$ cat src/rtl/mem_dot_engine_if.sv
// Bundle of the job-request, memory-port and result-handshake signals of the dot-product engine.
// The engine sits on the slave side; the host/memory/consumer side drives the master modport.
interface mem_dot_engine_if #(
    parameter int ADDR_W = 6,
    parameter int DATA_W = 32,
    parameter int ACC_W  = 64
);
    logic              start;
    logic [ADDR_W-1:0] base_a;
    logic [ADDR_W-1:0] base_b;
    logic [ADDR_W-1:0] len;
    logic [ADDR_W-1:0] mem_addr;
    logic              mem_en;
    logic              mem_hold;
    logic [DATA_W-1:0] mem_rdata;
    logic              busy;
    logic [ACC_W-1:0]  result;
    logic              res_valid;
    logic              res_ready;

    modport master (
        output start, base_a, base_b, len, mem_rdata, res_ready,
        input  mem_addr, mem_en, mem_hold, busy, result, res_valid
    );

    modport slave (
        input  start, base_a, base_b, len, mem_rdata, res_ready,
        output mem_addr, mem_en, mem_hold, busy, result, res_valid
    );
endinterface

$ cat src/rtl/mem_dot_engine.sv
// Reads two signed vectors from a 64x32 async-read memory, accumulates their dot product
// and offers the 64-bit result over a valid/ready handshake, freezing memory writes while busy.
module mem_dot_engine #(
    parameter int ADDR_W = 6,
    parameter int DATA_W = 32,
    parameter int ACC_W  = 64
) (
    input  logic            clka,
    input  logic            rst_n,
    mem_dot_engine_if.slave bus
);
    typedef enum logic [1:0] {
        IDLE    = 2'd0,
        FETCH_A = 2'd1,
        FETCH_B = 2'd2,
        DONE    = 2'd3
    } state_t;

    state_t            state_reg, state_next;
    logic [ADDR_W-1:0] base_a_reg, base_a_next;
    logic [ADDR_W-1:0] base_b_reg, base_b_next;
    logic [ADDR_W-1:0] len_reg, len_next;
    logic [ADDR_W-1:0] idx_reg, idx_next;
    logic [ADDR_W-1:0] addr_reg, addr_next;
    logic [DATA_W-1:0] op_a_reg, op_a_next;
    logic [ACC_W-1:0]  acc_reg, acc_next;
    logic [ACC_W-1:0]  result_reg, result_next;

    logic [ADDR_W-1:0] idx_inc;
    logic [ACC_W-1:0]  op_a_ext;
    logic [ACC_W-1:0]  op_b_ext;
    logic [ACC_W-1:0]  prod;
    logic [ACC_W-1:0]  acc_sum;

    // Sign-extend both operands to the accumulator width; the low ACC_W bits of the
    // unsigned product of the extended values equal the signed product.
    assign op_a_ext = {{(ACC_W-DATA_W){op_a_reg[DATA_W-1]}}, op_a_reg};
    assign op_b_ext = {{(ACC_W-DATA_W){bus.mem_rdata[DATA_W-1]}}, bus.mem_rdata};
    assign prod     = op_a_ext * op_b_ext;
    assign acc_sum  = acc_reg + prod;
    assign idx_inc  = idx_reg + ADDR_W'(1);

    always_ff @(posedge clka or negedge rst_n) begin
        if (!rst_n) begin
            state_reg  <= IDLE;
            base_a_reg <= '0;
            base_b_reg <= '0;
            len_reg    <= '0;
            idx_reg    <= '0;
            addr_reg   <= '0;
            op_a_reg   <= '0;
            acc_reg    <= '0;
            result_reg <= '0;
        end else begin
            state_reg  <= state_next;
            base_a_reg <= base_a_next;
            base_b_reg <= base_b_next;
            len_reg    <= len_next;
            idx_reg    <= idx_next;
            addr_reg   <= addr_next;
            op_a_reg   <= op_a_next;
            acc_reg    <= acc_next;
            result_reg <= result_next;
        end
    end

    always_comb begin
        state_next  = state_reg;
        base_a_next = base_a_reg;
        base_b_next = base_b_reg;
        len_next    = len_reg;
        idx_next    = idx_reg;
        addr_next   = addr_reg;
        op_a_next   = op_a_reg;
        acc_next    = acc_reg;
        result_next = result_reg;

        case (state_reg)
            IDLE: begin
                if (bus.start) begin
                    base_a_next = bus.base_a;
                    base_b_next = bus.base_b;
                    len_next    = bus.len;
                    idx_next    = '0;
                    acc_next    = '0;
                    if (bus.len == '0) begin
                        state_next  = DONE;
                        result_next = '0;
                    end else begin
                        state_next = FETCH_A;
                        addr_next  = bus.base_a;
                    end
                end
            end
            FETCH_A: begin
                op_a_next  = bus.mem_rdata;
                addr_next  = base_b_reg + idx_reg;
                state_next = FETCH_B;
            end
            FETCH_B: begin
                acc_next = acc_sum;
                idx_next = idx_inc;
                if (idx_inc == len_reg) begin
                    state_next  = DONE;
                    result_next = acc_sum;
                end else begin
                    state_next = FETCH_A;
                    addr_next  = base_a_reg + idx_inc;
                end
            end
            DONE: begin
                if (bus.res_ready) begin
                    state_next = IDLE;
                end
            end
            default: state_next = IDLE;
        endcase
    end

    assign bus.mem_addr  = addr_reg;
    assign bus.mem_en    = (state_reg == FETCH_A) || (state_reg == FETCH_B);
    assign bus.mem_hold  = (state_reg != IDLE);
    assign bus.busy      = (state_reg != IDLE);
    assign bus.res_valid = (state_reg == DONE);
    assign bus.result    = result_reg;
endmodule

$ cat src/flat_wrapper.sv
// flat-port wrapper written by rule: the top's interface ports become plain ports
module mem_dot_engine_flat 
#(
    parameter int ADDR_W = 6,
    parameter int DATA_W = 32,
    parameter int ACC_W  = 64
)
  (clka, rst_n, bus_start, bus_base_a, bus_base_b, bus_len, bus_mem_rdata, bus_res_ready, bus_mem_addr, bus_mem_en, bus_mem_hold, bus_busy, bus_result, bus_res_valid);
  mem_dot_engine_if #(.ADDR_W(ADDR_W), .DATA_W(DATA_W), .ACC_W(ACC_W)) bus_i ();
  input  logic clka;
  input  logic rst_n;
  input wire logic [$bits(bus_i.start)-1:0] bus_start;
  input wire logic [$bits(bus_i.base_a)-1:0] bus_base_a;
  input wire logic [$bits(bus_i.base_b)-1:0] bus_base_b;
  input wire logic [$bits(bus_i.len)-1:0] bus_len;
  input wire logic [$bits(bus_i.mem_rdata)-1:0] bus_mem_rdata;
  input wire logic [$bits(bus_i.res_ready)-1:0] bus_res_ready;
  output wire logic [$bits(bus_i.mem_addr)-1:0] bus_mem_addr;
  output wire logic [$bits(bus_i.mem_en)-1:0] bus_mem_en;
  output wire logic [$bits(bus_i.mem_hold)-1:0] bus_mem_hold;
  output wire logic [$bits(bus_i.busy)-1:0] bus_busy;
  output wire logic [$bits(bus_i.result)-1:0] bus_result;
  output wire logic [$bits(bus_i.res_valid)-1:0] bus_res_valid;
  assign bus_i.start = bus_start;
  assign bus_i.base_a = bus_base_a;
  assign bus_i.base_b = bus_base_b;
  assign bus_i.len = bus_len;
  assign bus_i.mem_rdata = bus_mem_rdata;
  assign bus_i.res_ready = bus_res_ready;
  assign bus_mem_addr = bus_i.mem_addr;
  assign bus_mem_en = bus_i.mem_en;
  assign bus_mem_hold = bus_i.mem_hold;
  assign bus_busy = bus_i.busy;
  assign bus_result = bus_i.result;
  assign bus_res_valid = bus_i.res_valid;
  mem_dot_engine #(.ADDR_W(ADDR_W), .DATA_W(DATA_W), .ACC_W(ACC_W)) u_core (.clka(clka), .rst_n(rst_n), .bus(bus_i));
endmodule
$ cat config.mk
export PLATFORM = sky130hd
export DESIGN_NAME = mem_dot_engine_flat
export DESIGN_NICKNAME = d
export VERILOG_FILES = /design/src/rtl/mem_dot_engine_if.sv /design/src/rtl/mem_dot_engine.sv /design/src/flat_wrapper.sv
export SDC_FILE = /design/constraint.sdc
export NUM_CORES = 2
export LEC_CHECK = 0
export BUFFER_PORTS_ARGS = -buffer_cell sky130_fd_sc_hd__buf_4
export CAP_MARGIN = 5
export CORE_ASPECT_RATIO = 1.25
export CORE_MARGIN = 2
export CORE_UTILIZATION = 45
export CTS_CLUSTER_SIZE = 12
export DETAILED_ROUTE_END_ITERATION = 10
export HOLD_SLACK_MARGIN = 0.02
export PLACE_DENSITY = 0.64
export RECOVER_POWER = 100
export SLEW_MARGIN = 30
export SYNTH_ARGS = -nofsm -noshare
export SYNTH_HDL_FRONTEND = slang
export SYNTH_SLANG_ARGS = --single-unit
$ cat constraint.sdc
create_clock -name clka -period 11.8 [get_ports clka]
set_clock_uncertainty 0.05 [all_clocks]
set_input_delay 0.59 -clock clka [delete_from_list [all_inputs] [get_ports clka]]
set_output_delay 0.59 -clock clka [all_outputs]
set_load 0.05 [all_outputs]
==> impl_metrics.py <==
metrics = {
    "synth": {
        "yosysWarnings": 0,
        "synthesis.nets": 6600,
        "yosysSeqAreaShare_pct": 9.96,
        "synth_compound_area_share_pct": 5.16,
        "synthXorXnorAreaFrac_pct": 1.71,
        "ys_ff_latch": 192,
        "yosys-mux-area-fraction_pct": 1.19,
        "synthCells": 5101,
        "ys.flop_type": "dfrtp_1",
        "yosys.area_share.simple_pct": 13.7,
        "synth-edff-count": 0,
        "syn_area_per_cell_sq_um": 9.45,
        "synth_area_sq_um": 48200,
        "ys_async_sr_fraction_pct": 100,
        "synth_cell_types": 67,
        "synthAdderAreaFrac_pct": 56.4,
        "synth_top_family_by_area": "adder cells",
    },
    "route": {
        "first_pass_iters": 7,
        "wire_per_inst_um": 19.8,
        "drc_errors": 0,
        "wl_mm": 128,
        "viasPerCell": 5.20,
        "vias": 33688,
        "drt_iter0_drc": 1957,
        "antenna_left": 0,
    },
    "setup_path": {
        "crit_arrival_ps": 10260,
        "slowest_delay_ps": 1610,
        "start_kind": "register",
        "critPathTopFamily": "adder cells",
        "criticalPathCategory": "reg2reg",
        "cp_common_cell": "fa_1",
        "required_ps": 12150,
        "cp_num_buf_inv": 6,
        "worstPathMaxFanout": 32,
        "cp_slowest_cell": "clkbuf_1",
        "critPathCaptureType": "register",
    },
    "global_route": {
        "grt_use_total_pct": 24.7,
        "grt_antenna_before_repair": 1,
        "grt_pass1_vias": 37608,
        "overflow": 0,
        "grt_pass1_wl_mm": 209,
        "grt_max_degree": 79,
    },
    "place": {
        "pre_cts_ws_ps": 2920,
        "routabilityCongestion": 0.899,
        "hpwl_mm": 105,
        "portBuffers": 127,
    },
    "floorplan": {
        "rows": 134,
        "fp.dieArea_sq_um": 110000,
        "start_util_pct": 45.3,
        "fp.dieH_um": 370,
        "die_x_um": 297,
        "pin_count": 128,
        "core_region_area_sq_um": 106000,
    },
    "cells_and_area": {
        "multi_input_area_sq_um": 37600,
        "seq_area_sq_um": 4810,
        "final_layout_size_suffix_gt1_share_pct": 3.73,
        "fillCellCount": 10224,
        "fin_nets": 6532,
        "area_growth_pct": 4.91,
    },
    "timing": {
        "setup_violations": 0,
        "fmax_mhz": 101,
        "fin_crit_sh_pct": 83.9,
        "rsz0062_at_grt": "false",
        "slew_violations": 460,
        "slew_headroom_pct": -218,
        "worst_pin_slew_ps": 4770,
        "finalHoldViolCount": 0,
        "period_minus_slack_ps": 9900,
        "setup_tns_ps": 0,
        "setup_slack_ps": 1900,
    },
    "clock_network": {
        "root_buffer": "clkbuf_16",
        "tritoncts": "done",
        "numClockSinks": 192,
        "numCtsBuffers": 17,
        "clockBufferDepth": 2,
        "worstSkewPairLatency_ps": 520,
        "postCtsSetupBuffers": 0,
        "cts.reportedPaths.clkPinSlew_ps": 100,
        "cts-htree-levels": 4,
        "postCtsResizedCells": 0,
    },
    "run_status": {
        "outcome": "finished with violations",
        "violations": "max-capacitance violations, max-slew violations",
    },
    "flow_run": {
        "cap_violations": 9,
    },
    "min_path": {
        "min_path_type": "in2reg",
    },
}
[stage by stage]
stage          cells  hold WS [ps]  utilization (%)  instance area [sq um]
2_1_floorplan   5101           244                -                  48200
3_3_place_gp    6440           413             47.3                  50400
3_5_place_dp    6440           421             47.3                  50400
4_1_cts         6473           223             47.9                  51000
5_1_grt         6475           248             47.5                  50600
6_report        6476           256             47.5                  50600
[kinds of logic (layout without fill, tap and decap cells)]
family	count (synthesis)	in the layout
AOI/OAI and AO/OA	401	401
muxes	51	51
xor gates and xnor gates	94	94
adders and majority gates	1445	1445
buffers and inverters	1535	1480
and+or+nand+nor	1383	1383
other	0	2
DFF	192	192
[synth_stat cells, drive strengths merged, types with 4 or more instances]
cell | instances | share of area [%]
o31ai | 20 | 0.31
a22oi | 7 | 0.14
nand2 | 756 | 5.9
a21oi | 87 | 0.93
clkbuf | 248 | 1.9
a21o | 22 | 0.34
and3 | 18 | 0.24
a22o | 21 | 0.38
a31oi | 5 | 0.065
fa | 1212 | 50
nand4 | 14 | 0.18
ha | 233 | 6.0
nand3 | 13 | 0.13
xor2 | 33 | 0.60
buf | 11 | 0.099
mux2 | 50 | 1.2
and2 | 458 | 5.9
xnor2 | 61 | 1.1
o21a | 5 | 0.078
nor3 | 7 | 0.073
nand2b | 17 | 0.22
a211oi | 10 | 0.17
o22ai | 4 | 0.052
o21bai | 10 | 0.16
o211ai | 10 | 0.18
nor2 | 77 | 0.60
o21ai | 171 | 1.8
nor2b | 7 | 0.091
inv | 1276 | 9.9
a31o | 5 | 0.091
dfrtp | 192 | 10
[worst paths after layout]
path,start,to,slack [ps],cells after the start
max,u_core.op_a_reg[7]$_DFFE_PN0P_,u_core.acc_reg[54]$_DFFE_PN0P_,1900,25
min,bus_base_b[4],u_core.base_b_reg[4]$_DFFE_PN0P_,260,2
max reg2reg,u_core.op_a_reg[7]$_DFFE_PN0P_,u_core.acc_reg[54]$_DFFE_PN0P_,1900,25
min reg2reg,u_core.bus.result[16]$_DFFE_PN0P_,u_core.bus.result[16]$_DFFE_PN0P_,430,2
max in group asynchronous,rst_n,u_core.op_a_reg[15]$_DFFE_PN0P_,3680,3
min in group asynchronous,rst_n,u_core.base_a_reg[5]$_DFFE_PN0P_,2280,2
[metal layers]
metal | GRT usage [%] | vias to the layer above | part of all wire, %
met5 | 0 | - | 0
met4 | 11.1 | 0 | 4.9
met3 | 2.09 | 277 | 3.7
met2 | 45.8 | 925 | 55
met1 | 28.9 | 17870 | 37
li1 | - | 14616 | -
[repair_timing]
item | in CTS | in global routing
hold buffers | 1 | 0
setup endpoints to repair | 0 | 0
hold endpoints to repair | 13 | 0
[layout make-up]
| type | instances | area share, % |
|---|---|---|
| flip-flops and latches | 192 | 9.50 |
| diodes | 2 | 0.00989 |
| well taps | 1428 | 3.53 |
| repair buffers | 172 | 2.00 |
| multi-input cells | 3374 | 74.3 |
| clock buffers | 17 | 0.841 |
| inverters | 1276 | 9.47 |
| clock inverters | 15 | 0.364 |
[placed cells by master, fill, tap and decap left out, types with 10 or more instances in the layout]
master,count
mux2_2,50
a21o_1,22
nand2_1,755
clkbuf_16,17
dfrtp_1,191
nand2b_1,17
o211ai_1,10
xor2_1,33
a21oi_1,87
o21bai_1,10
o31ai_1,20
and3_1,17
and2_1,454
nor2_1,76
nand3_1,13
fa_1,1212
inv_1,1274
clkbuf_1,81
xnor2_1,61
nand4_1,14
o21ai_0,171
a22o_1,21
a211oi_1,10
ha_1,233
buf_4,89
Power is not shown: default switching activity piles up to over one toggle a cycle in this logic, so the estimate is an artifact.
